### src/rtl/seating_pkg.sv
// Shared types for the seat-reservation engine: seat states, request ops, response codes, FSM states.
package seating_pkg;

    typedef enum logic [1:0] {
        EMPTY    = 2'd0,
        AWAY     = 2'd1,
        OCCUPIED = 2'd2
    } seat_state_e;

    typedef enum logic [1:0] {
        OP_RELEASE = 2'd0,
        OP_AWAY    = 2'd1,
        OP_OCCUPY  = 2'd2,
        OP_ILLEGAL = 2'd3
    } op_e;

    typedef enum logic [2:0] {
        RSP_OK      = 3'd0,
        RSP_BUSY    = 3'd1,
        RSP_HOLD    = 3'd2,
        RSP_OWNER   = 3'd3,
        RSP_RANGE   = 3'd4,
        RSP_BAN     = 3'd5,
        RSP_ILLEGAL = 3'd6
    } rsp_code_e;

    typedef enum logic {
        ST_IDLE  = 1'b0,
        ST_SWEEP = 1'b1
    } fsm_e;

    localparam logic [1:0] CFG_BAN   = 2'd1;
    localparam logic [1:0] CFG_LIMIT = 2'd2;

endpackage

### src/rtl/seat_ban_table.sv
// Ban table for students whose AWAY seat timed out; entries age once per sweep start.
// Instantiated only when STRIKE_BAN_EN is defined.
module seat_ban_table
    import seating_pkg::*;
#(
    parameter int DEPTH  = 8,
    parameter int SID_W  = 32,
    parameter int TIME_W = 11
) (
    input  logic              clk,
    input  logic              rst_n,
    input  logic              ins_i,
    input  logic [SID_W-1:0]  ins_sid_i,
    input  logic [TIME_W-1:0] ins_ttl_i,
    input  logic              dec_i,
    input  logic [SID_W-1:0]  look_sid_i,
    output logic              hit_o
);

    typedef struct packed {
        logic              vld;
        logic [SID_W-1:0]  sid;
        logic [TIME_W-1:0] ttl;
    } ban_ent_t;

    ban_ent_t [DEPTH-1:0] tab_q, tab_d;
    logic has_hit, has_free;
    int   hit_idx, free_idx, min_idx, sel;

    always_comb begin
        has_hit  = 1'b0;
        has_free = 1'b0;
        hit_idx  = 0;
        free_idx = 0;
        min_idx  = 0;
        for (int i = 0; i < DEPTH; i++) begin
            if (tab_q[i].vld && tab_q[i].sid == ins_sid_i && !has_hit) begin
                has_hit = 1'b1;
                hit_idx = i;
            end
            if (!tab_q[i].vld && !has_free) begin
                has_free = 1'b1;
                free_idx = i;
            end
            if (tab_q[i].ttl < tab_q[min_idx].ttl) min_idx = i;
        end
        // Reload an existing entry first, then a free slot, else evict the nearest-to-expiry one.
        sel = has_hit ? hit_idx : (has_free ? free_idx : min_idx);

        tab_d = tab_q;
        if (dec_i) begin
            for (int i = 0; i < DEPTH; i++) begin
                if (tab_q[i].vld) begin
                    if (tab_q[i].ttl <= TIME_W'(1)) tab_d[i] = '0;
                    else                           tab_d[i].ttl = tab_q[i].ttl - TIME_W'(1);
                end
            end
        end
        if (ins_i && ins_ttl_i != '0) tab_d[sel] = '{1'b1, ins_sid_i, ins_ttl_i};
    end

    always_comb begin
        hit_o = 1'b0;
        for (int i = 0; i < DEPTH; i++) begin
            if (tab_q[i].vld && tab_q[i].sid == look_sid_i) hit_o = 1'b1;
        end
    end

    always_ff @(posedge clk or negedge rst_n) begin
        if (!rst_n) tab_q <= '0;
        else        tab_q <= tab_d;
    end

endmodule

### src/rtl/seat_reservation_ctrl.sv
// Seat-reservation engine: validates occupy/away/release requests, sweeps AWAY seats on each tick.
// Define STRIKE_BAN_EN to ban students whose seat timed out for a configurable number of ticks.
module seat_reservation_ctrl
    import seating_pkg::*;
#(
    parameter int  NUM_SEATS = 32,
    parameter int  SID_W     = 32,
    parameter int  TIME_W    = 11,
    parameter int  LIMIT_RST = 5,
    parameter int  BAN_RST   = 2,
    parameter int  BAN_DEPTH = 8,
    localparam int SEAT_W    = $clog2(NUM_SEATS) + 1,
    localparam int CNT_W     = $clog2(NUM_SEATS + 1)
) (
    input  logic                   clk,
    input  logic                   rst_n,
    input  logic                   tick_i,
    input  logic                   req_valid,
    output logic                   req_ready,
    input  logic [SID_W-1:0]       req_sid,
    input  logic [SEAT_W-1:0]      req_seat,
    input  logic [1:0]             req_op,
    output logic                   rsp_valid,
    output logic [2:0]             rsp_code,
    output logic [SEAT_W-1:0]      rsp_seat,
    input  logic                   cfg_we,
    input  logic [1:0]             cfg_sel,
    input  logic [TIME_W-1:0]      cfg_data,
    output logic [2*NUM_SEATS-1:0] seat_state_o,
    output logic [CNT_W-1:0]       free_cnt_o
);

    localparam int               IDX_W    = $clog2(NUM_SEATS);
    localparam logic [IDX_W-1:0] LAST_IDX = IDX_W'(NUM_SEATS - 1);

    if (NUM_SEATS < 2 || NUM_SEATS > 256 || BAN_DEPTH < 1 || BAN_RST < 0 || LIMIT_RST < 0) begin : g_param_chk
        $error("seat_reservation_ctrl: parameter out of range");
    end

    fsm_e                             fsm_q, fsm_d;
    logic [IDX_W-1:0]                 idx_q, idx_d;
    logic                             pend_q, pend_d;
    logic [NUM_SEATS-1:0][1:0]        st_q, st_d;
    logic [NUM_SEATS-1:0][SID_W-1:0]  owner_q, owner_d;
    logic [NUM_SEATS-1:0][TIME_W-1:0] timer_q, timer_d;
    logic [TIME_W-1:0]                limit_q, limit_d;
    logic                             rsp_valid_q, rsp_valid_d;
    logic [2:0]                       rsp_code_q, rsp_code_d;
    logic [SEAT_W-1:0]                rsp_seat_q, rsp_seat_d;
    logic [CNT_W-1:0]                 free_q, free_d;

    logic [IDX_W-1:0] sidx;
    logic [1:0]       cur_st;
    logic             in_range, own, held, banned, sweep_start, timeout_hit;

    assign sidx        = req_seat[IDX_W-1:0];
    assign in_range    = req_seat < SEAT_W'(NUM_SEATS);
    assign cur_st      = st_q[sidx];
    assign own         = owner_q[sidx] == req_sid;
    assign sweep_start = (fsm_q == ST_IDLE) && (tick_i || pend_q);
    assign timeout_hit = (fsm_q == ST_SWEEP) && (st_q[idx_q] == AWAY) && (timer_q[idx_q] == '0);
    assign req_ready   = (fsm_q == ST_IDLE) && !(tick_i || pend_q);

    // A student may hold at most one seat, so every live owner is checked in parallel.
    always_comb begin
        held = 1'b0;
        for (int i = 0; i < NUM_SEATS; i++) begin
            if (st_q[i] != EMPTY && owner_q[i] == req_sid) held = 1'b1;
        end
    end

    always_comb begin
        fsm_d       = fsm_q;
        idx_d       = idx_q;
        pend_d      = pend_q;
        st_d        = st_q;
        owner_d     = owner_q;
        timer_d     = timer_q;
        limit_d     = limit_q;
        rsp_valid_d = 1'b0;
        rsp_code_d  = rsp_code_q;
        rsp_seat_d  = rsp_seat_q;

        if (cfg_we && cfg_sel == CFG_LIMIT) limit_d = cfg_data;

        case (fsm_q)
            ST_IDLE: begin
                if (sweep_start) begin
                    fsm_d  = ST_SWEEP;
                    idx_d  = '0;
                    pend_d = 1'b0;
                end else if (req_valid) begin
                    rsp_valid_d = 1'b1;
                    rsp_seat_d  = req_seat;
                    rsp_code_d  = RSP_OK;
                    if (!in_range) begin
                        rsp_code_d = RSP_RANGE;
                    end else begin
                        case (req_op)
                            OP_OCCUPY: begin
                                if (cur_st != EMPTY) begin
                                    if (own) st_d[sidx] = OCCUPIED;
                                    else     rsp_code_d = RSP_BUSY;
                                end else if (held) begin
                                    rsp_code_d = RSP_HOLD;
                                end else if (banned) begin
                                    rsp_code_d = RSP_BAN;
                                end else begin
                                    st_d[sidx]    = OCCUPIED;
                                    owner_d[sidx] = req_sid;
                                end
                            end
                            OP_AWAY: begin
                                if (cur_st == OCCUPIED && own) begin
                                    st_d[sidx]    = AWAY;
                                    timer_d[sidx] = limit_q;
                                end else begin
                                    rsp_code_d = RSP_OWNER;
                                end
                            end
                            OP_RELEASE: begin
                                if (cur_st != EMPTY && own) st_d[sidx] = EMPTY;
                                else                        rsp_code_d = RSP_OWNER;
                            end
                            default: rsp_code_d = RSP_ILLEGAL;
                        endcase
                    end
                end
            end
            ST_SWEEP: begin
                if (tick_i) pend_d = 1'b1;
                if (st_q[idx_q] == AWAY) begin
                    if (timeout_hit) st_d[idx_q] = EMPTY;
                    else             timer_d[idx_q] = timer_q[idx_q] - TIME_W'(1);
                end
                if (idx_q == LAST_IDX) fsm_d = ST_IDLE;
                else                   idx_d = idx_q + IDX_W'(1);
            end
            default: fsm_d = ST_IDLE;
        endcase
    end

    always_comb begin
        free_d = '0;
        for (int i = 0; i < NUM_SEATS; i++) begin
            if (st_d[i] == EMPTY) free_d = free_d + CNT_W'(1);
        end
    end

    always_ff @(posedge clk or negedge rst_n) begin
        if (!rst_n) begin
            fsm_q       <= ST_IDLE;
            idx_q       <= '0;
            pend_q      <= 1'b0;
            st_q        <= '0;
            owner_q     <= '0;
            timer_q     <= '0;
            limit_q     <= TIME_W'(LIMIT_RST);
            rsp_valid_q <= 1'b0;
            rsp_code_q  <= '0;
            rsp_seat_q  <= '0;
            free_q      <= CNT_W'(NUM_SEATS);
        end else begin
            fsm_q       <= fsm_d;
            idx_q       <= idx_d;
            pend_q      <= pend_d;
            st_q        <= st_d;
            owner_q     <= owner_d;
            timer_q     <= timer_d;
            limit_q     <= limit_d;
            rsp_valid_q <= rsp_valid_d;
            rsp_code_q  <= rsp_code_d;
            rsp_seat_q  <= rsp_seat_d;
            free_q      <= free_d;
        end
    end

`ifdef STRIKE_BAN_EN
    logic [TIME_W-1:0] ban_q;

    always_ff @(posedge clk or negedge rst_n) begin
        if (!rst_n)                             ban_q <= TIME_W'(BAN_RST);
        else if (cfg_we && cfg_sel == CFG_BAN)  ban_q <= cfg_data;
    end

    seat_ban_table #(
        .DEPTH  (BAN_DEPTH),
        .SID_W  (SID_W),
        .TIME_W (TIME_W)
    ) u_ban (
        .clk        (clk),
        .rst_n      (rst_n),
        .ins_i      (timeout_hit),
        .ins_sid_i  (owner_q[idx_q]),
        .ins_ttl_i  (ban_q),
        .dec_i      (sweep_start),
        .look_sid_i (req_sid),
        .hit_o      (banned)
    );
`else
    assign banned = 1'b0;
`endif

    assign rsp_valid    = rsp_valid_q;
    assign rsp_code     = rsp_code_q;
    assign rsp_seat     = rsp_seat_q;
    assign seat_state_o = st_q;
    assign free_cnt_o   = free_q;

endmodule
### config.mk
export PLATFORM = sky130hd
export DESIGN_NAME = seat_reservation_ctrl
export DESIGN_NICKNAME = d
export VERILOG_FILES = /design/src/rtl/seating_pkg.sv /design/src/rtl/seat_ban_table.sv /design/src/rtl/seat_reservation_ctrl.sv
export SDC_FILE = /design/constraint.sdc
export NUM_CORES = 2
export LEC_CHECK = 0
export ABC_AREA = 1
export BUFFER_PORTS_ARGS = -buffer_cell sky130_fd_sc_hd__buf_2
export CAP_MARGIN = 5
export CORE_ASPECT_RATIO = 1.1
export CORE_UTILIZATION = 33
export CTS_CLUSTER_DIAMETER = 200
export CTS_CLUSTER_SIZE = 14
export DETAILED_ROUTE_END_ITERATION = 10
export MAX_ROUTING_LAYER = met4
export SLEW_MARGIN = 20
export SYNTH_ARGS = -nofsm -noshare
export SYNTH_HDL_FRONTEND = slang
export SYNTH_SLANG_ARGS = --single-unit
### constraint.sdc
create_clock -name clk -period 24.5 [get_ports clk]
set_input_delay 0 -clock clk [delete_from_list [all_inputs] [get_ports clk]]
set_output_delay 0 -clock clk [all_outputs]
set_load 0.01 [all_outputs]
Yosys cells after proc, flatten, opt, wreduce, memory -nomap -nowiden
Cells that the tools add are included.

Reduce and logical (&&, ||, !) cells: 115. Mux-type cells: 124. Bitwise logic cells: 14. $add $sub $neg: 33. $lt $le $gt $ge: 5. Equal/unequal tests: 49.

Operators by type and width (count): 352-bit two-way mux (7); 32-bit == test (33); 1024-bit bitwise mux (1); 352-bit bitwise mux (2); 352-bit one-hot mux with 2 select lines (1); 64-bit two-way mux (10); 64-bit one-hot mux with 3 select lines (1); 6-bit by 1-bit adder with 6-bit output, second input constant (31); 6-bit two-way mux (31); 32-bit binary-select mux with 5-bit select (1); 32-bit demux with 5-bit select (1); 64-bit bitwise AND (2); 64-bit NOT (2); 64-bit one-hot mux with 2 select lines (1); 11-bit demux with 5-bit select (2); 2-bit logical NOT (33); 2-bit nonzero test (33); 32-bit bitwise AND (2); 32-bit two-way mux (2); 32-bit NOT (2); 32-bit bitwise OR (2); 11-bit binary-select mux with 5-bit select (1); 1-bit logical AND (41); 1-bit two-way mux (41); other kinds (26) (57).

Flip-flop bits (word level): 1474.

Longest topological paths before layout
Depth after elaboration: 105. Gate-level depth with buffers: 137. Depth with buffers taken out: 129.

Least setup slack after synthesis
Ideal clock, no wire load.

Path kind: reg-to-reg. Start: reg idx_q[0]. End: reg free_q[4], in the netlist free_cnt_o[4]. Setup slack: 6773 ps. Data required time: 24378 ps. Stages on the path, launching flop included: 127. Arrival time: 17604 ps. Clock period less this slack: 17727 ps. Cells stage by stage: dfrtp_1 buf_4 inv_2 buf_6 clkbuf_1 clkbuf_1 clkbuf_1 clkbuf_1 buf_1 o21ai_0 o22ai_1 a221oi_1 nand2_1 clkbuf_1 inv_1 ha_1 nand2_1 nor2_1 [91 not listed] nand2_1 ha_1 nand2_1 nand2_1 ha_1 nand2_1 nand2_1 ha_1 nand2_1 nand2_1 ha_1 nand2_1 nand2_1 ha_1 inv_1 nor2_1 nand4_1 xor2_1.

RTL lines: from (decl) (line seat_reservation_ctrl.sv:41) `logic [IDX_W-1:0] idx_q, idx_d;`; from (signal assigned) (line seat_reservation_ctrl.sv:165) `idx_q <= idx_d;`; to (signal assigned) (line seat_reservation_ctrl.sv:162) `free_q <= CNT_W'(NUM_SEATS);`; to (signal assigned) (line seat_reservation_ctrl.sv:174) `free_q <= free_d;`; to (decl) (line seat_reservation_ctrl.sv:50) `logic [CNT_W-1:0] free_q, free_d;`.

==> out/results.md <==
| Metric | Value |
| --- | --- |
| Leading cell types in the layout, fill and taps excluded | sky130_fd_sc_hd__nand2_1, sky130_fd_sc_hd__o21ai_0, sky130_fd_sc_hd__dfrtp_1, sky130_fd_sc_hd__nor2_1, sky130_fd_sc_hd__o22ai_1 |
| Total number of vias | 94,000 |
| Die outline area | 279,000 um2 |
| Nets | 12,600 |
| Total clock buffers created by CTS | 115 |
| Crit path depth | 117 |
| Starting density of the core | 0.332 |
| Post-synth top area share | 0.403 |
| Cell mode on critical path | sky130_fd_sc_hd__nand2_1 |
| TritonCTS Sinks | 1,474 |
| Multiplexer share of the synthesized area | 0.0325 |
| Category of the most critical setup path | flop to flop |
| Combinational fraction of design power | 0.679 |
| # IOs | 139 |
| Number of cells on the worst reg-to-reg path | 117 |
| Seq/Total Area, Yosys | 0.404 |
| Internal power | 7060 uW |
| Flop-to-flop setup slack | 4.48 ns |
| First drt pass iteration count | 9 |
| Pwr/cell area | 156 nW/um2 |
| Total wirelength of the detailed-routed design | 443,000 um |
| Net switching power figure | 8360 uW |
| Clock latency of the later-clocked register in the worst-skew pair | 0.87 ns |
| Number of antenna violations at the first check in global routing | 25 |
| Sequential cell area | 36,900 um2 |
| Post-synthesis average cell area | 7.04 um2 |
| Master of the slowest instance on the critical path | sky130_fd_sc_hd__clkinv_2 |
| Number of buffers between clock root and the deepest sink | 3 |
| Post-synthesis simple-gate area fraction | 0.276 |
| Critical path origin | idx_q[1]$_DFFE_PN0P_ |
| Post-synthesis compound-gate area fraction | 0.172 |
| Largest net degree at the start of global routing | 169 |
| Routability Congestion | 1.17 |
| Iteration-0 DRC count of the detailed router | 14,400 |
| Leakage | 0.0437 uW |
| Core outline area | 275,000 um2 |
| Routed length per instance | 27.3 um |
| Seq cells post-synth | 1,474 |
| Count of endpoints failing setup in the final report | 0 |
| Kind of end point of the critical path | flop |
| Final period demand of the worst path | 20.02 ns |
| Dpl cell area | 94,800 um2 |
| Post-Synthesis Cells | 13,000 |
| Average vias per placed instance | 5.79 |
| Final core occ | 0.358 |
| Most common cell after layout, fill and taps aside | sky130_fd_sc_hd__nand2_1 |
| Row Count | 202 |
| Mapped Area | 91,400 um2 |
| Share of async-settable or async-resettable flops after synthesis | 1.00 |
| Number of synthesized flops with an enable pin | 0 |
| Critical Path Start Type | flop |
| Clk slew on worst S/H paths | 0.08 ns |
| Final routed DRC violation total | 0 |
| Signal arrival time at the worst endpoint | 20.69 ns |
| Largest driver fanout on the critical path | 54 |
| Result of the run | completed |
| Area growth from synthesis to layout | 7.86% |
| Adder-Cell Fraction of Synth Area | 0.00506 |
| Final slew viol count | 0 |
| Total number of yosys warnings | 0 |
| Critical Path RT | 25.18 ns |
| Cell types occupying the most area after synthesis | sky130_fd_sc_hd__dfrtp_1, sky130_fd_sc_hd__nand2_1, sky130_fd_sc_hd__o21ai_0, sky130_fd_sc_hd__o22ai_1, sky130_fd_sc_hd__nor2_1 |
| Worst reg2reg startpoint | idx_q[1]$_DFFE_PN0P_ |
| R2r endpoint | free_cnt_o[4]$_DFF_PN0_ |
| DRT antenna net count | 0 |
| Number of buffers inserted by port buffering | 138 |
| Htree depth | 3 |
| Path category of the worst min-delay check | input pin to flop |
| Layout Cell Area excl Fill | 98,600 um2 |
| Layout cells sized above 1 | 0.0779 |
| Final hold violation count | 0 |
| Peak clock frequency supported by timing | 50.0 MHz |
| Total gr overflow | 0 |
| Vias in the first global route | 86,000 |
| Syn nets | 13,100 |
| Total chip power | 15,400 uW |
| Distinct cell type count after synthesis | 58 |
| Main combinational cell family by area after synthesis | simple AND/OR/NAND/NOR gates |
| Seq pwr share | 0.201 |
| Global-route wire length before repair | 632,000 um |
| Post CTS Setup Buffer Count | 0 |
| Most used flip-flop cell after synthesis | sky130_fd_sc_hd__dfrtp_1 |
| Setup TNS | 0 ns |
| Clock power share | 0.120 |
| Layout fillers | 29,600 |
| Die Span X | 504 um |
| Capturing element of the worst setup path | free_cnt_o[4]$_DFF_PN0_ |
| Post-synthesis xor/xnor area fraction | 0.0381 |
| Worst hold-check slack | 0.0384 ns |
| Peak VDD IR | 0.403 mV |
| Detail Placement HPWL | 300,000 um |
| DIE HEIGHT | 554 um |
| Cell taking the most area after synthesis | sky130_fd_sc_hd__dfrtp_1 |
| Fin crit share | 0.817 |
| Root cell of the clock tree | sky130_fd_sc_hd__clkbuf_16 |
| Kind of cell adding the most delay to the critical path | adder cells |
| Number of violations of the max-capacitance limit | 0 |
| Slew at the pin closest to its max-slew limit | 1.19 ns |
| Max incr delay on CP | 1.02 ns |
| Unrepaired setup endpoints after global routing | false |
| Area of the multi-input gates | 48,200 um2 |
| Headroom to the max-slew limit | 0.205 |
| Max Clock Skew | 0.116 ns |
| Resize count post-CTS | 0 |
| Aggregate global-route resource usage | 0.317 |
| Clock tree from TritonCTS | done |
| Buf/Inv on CP | 12 |
| Switching portion of total power | 0.542 |
[area by class of cell]
class / instances / share of cell area
Multi-Input combinational cell: 9817 / 0.489
Sequential cell: 1474 / 0.374
Tap cell: 3672 / 0.0466
Clock buffer: 135 / 0.0303
Timing Repair Buffer: 401 / 0.0302
Inverter: 705 / 0.0273
Clock inverter: 8 / 0.00161
Antenna cell: 22 / 0.000558
[flip-flops by register name (all words and copies together) (netlist names)]
register,cells
owner_q,1024
timer_q,352
seat_state_o,64
limit_q,11
free_cnt_o,6
rsp_seat,6
idx_q,5
rsp_code,3
fsm_q,1
pend_q,1
rsp_valid,1
[cell usage after synthesis (17+ instances only)]
cell type	number
sky130_fd_sc_hd__nand2_1	4683
sky130_fd_sc_hd__o21ai_0	1648
sky130_fd_sc_hd__dfrtp_1	1471
sky130_fd_sc_hd__nor2_1	841
sky130_fd_sc_hd__clkbuf_1	725
sky130_fd_sc_hd__o22ai_1	709
sky130_fd_sc_hd__inv_1	675
sky130_fd_sc_hd__nand3_1	381
sky130_fd_sc_hd__xnor2_1	272
sky130_fd_sc_hd__mux2_2	264
sky130_fd_sc_hd__a21oi_1	210
sky130_fd_sc_hd__buf_2	164
sky130_fd_sc_hd__xor2_1	126
sky130_fd_sc_hd__nand4_1	117
sky130_fd_sc_hd__nor3_1	112
sky130_fd_sc_hd__buf_1	74
sky130_fd_sc_hd__or2_2	49
sky130_fd_sc_hd__nand2_2	41
sky130_fd_sc_hd__o211ai_1	39
sky130_fd_sc_hd__ha_1	37
sky130_fd_sc_hd__a22o_1	30
sky130_fd_sc_hd__a32o_1	26
sky130_fd_sc_hd__o311ai_0	26
sky130_fd_sc_hd__a211oi_1	24
sky130_fd_sc_hd__nand3_2	21
sky130_fd_sc_hd__o21ai_1	20
sky130_fd_sc_hd__inv_2	18
sky130_fd_sc_hd__nand3b_1	17
[power groups by stage]
stage | clock network, uW | logic (uW) | registers [uW]
6_report | 1850 | 10500 | 3100
4_1_cts | 1860 | 10500 | 3090
5_1_grt | 1930 | 12000 | 3130
3_5_place_dp | 0 | 10400 | 3130
3_3_place_gp | 0 | 10300 | 3130
2_1_floorplan | 0 | 8060 | 3000
[metal layers]
metal	global-route usage	share of wire	vias to the layer above
met5	-	0	-
met4	0.215	0.080	0
met3	0.0833	0.12	1263
met2	0.449	0.42	6093
met1	0.393	0.38	45000
li1	-	-	41600
[repair_timing]
item | CTS | global route
endpoints found under the hold margin | 373 | 0
hold buffers | 48 | 0
endpoints found under the setup margin | 0 | 0
[stage by stage]
stage / worst slack, ns / instances
6_report: 4.48 / 16200
5_1_grt: 3.05 / 16200
4_1_cts: 4.62 / 16200
3_5_place_dp: 4.71 / 16000
3_3_place_gp: 4.93 / 16000
2_1_floorplan: 6.77 / 13000
[cells by family after synthesis]
| logic type | Yosys count |
|---|---|
| simple gates | 6310 |
| compound gates | 2808 |
| buf+inv | 1688 |
| flops | 1474 |
| xor+xnor | 398 |
| mux | 264 |
| fa+ha+maj | 37 |
[worst min-delay path by stage]
stage	endpoint	start	depth (start not counted)	slack, ns
floorplan	free_cnt_o[0]$_DFF_PN0_	rst_n	0	-0.30
global placement	owner_q[300]$_DFFE_PN0P_	rst_n	1	0.09
detailed placement	owner_q[300]$_DFFE_PN0P_	rst_n	1	0.09
CTS	limit_q[5]$_DFFE_PN0P_	cfg_sel[0]	3	0.0005
global route	owner_q[782]$_DFFE_PN0P_	req_sid[14]	3	0.04
finish	limit_q[5]$_DFFE_PN0P_	cfg_sel[0]	3	0.04
[worst register-to-register path: cells and delay by family, from the launching register on]
family	cells	cell delay, ns
adders and majority gates	31	8.33
and+or+nand+nor	68	6.99
buffers and inverters	12	2.64
AOI/OAI and AO/OA	5	0.92
DFF	1	0.88
xor gates and xnor gates	1	0.17
No activity file was read; power rests on OpenSTA's default activity.
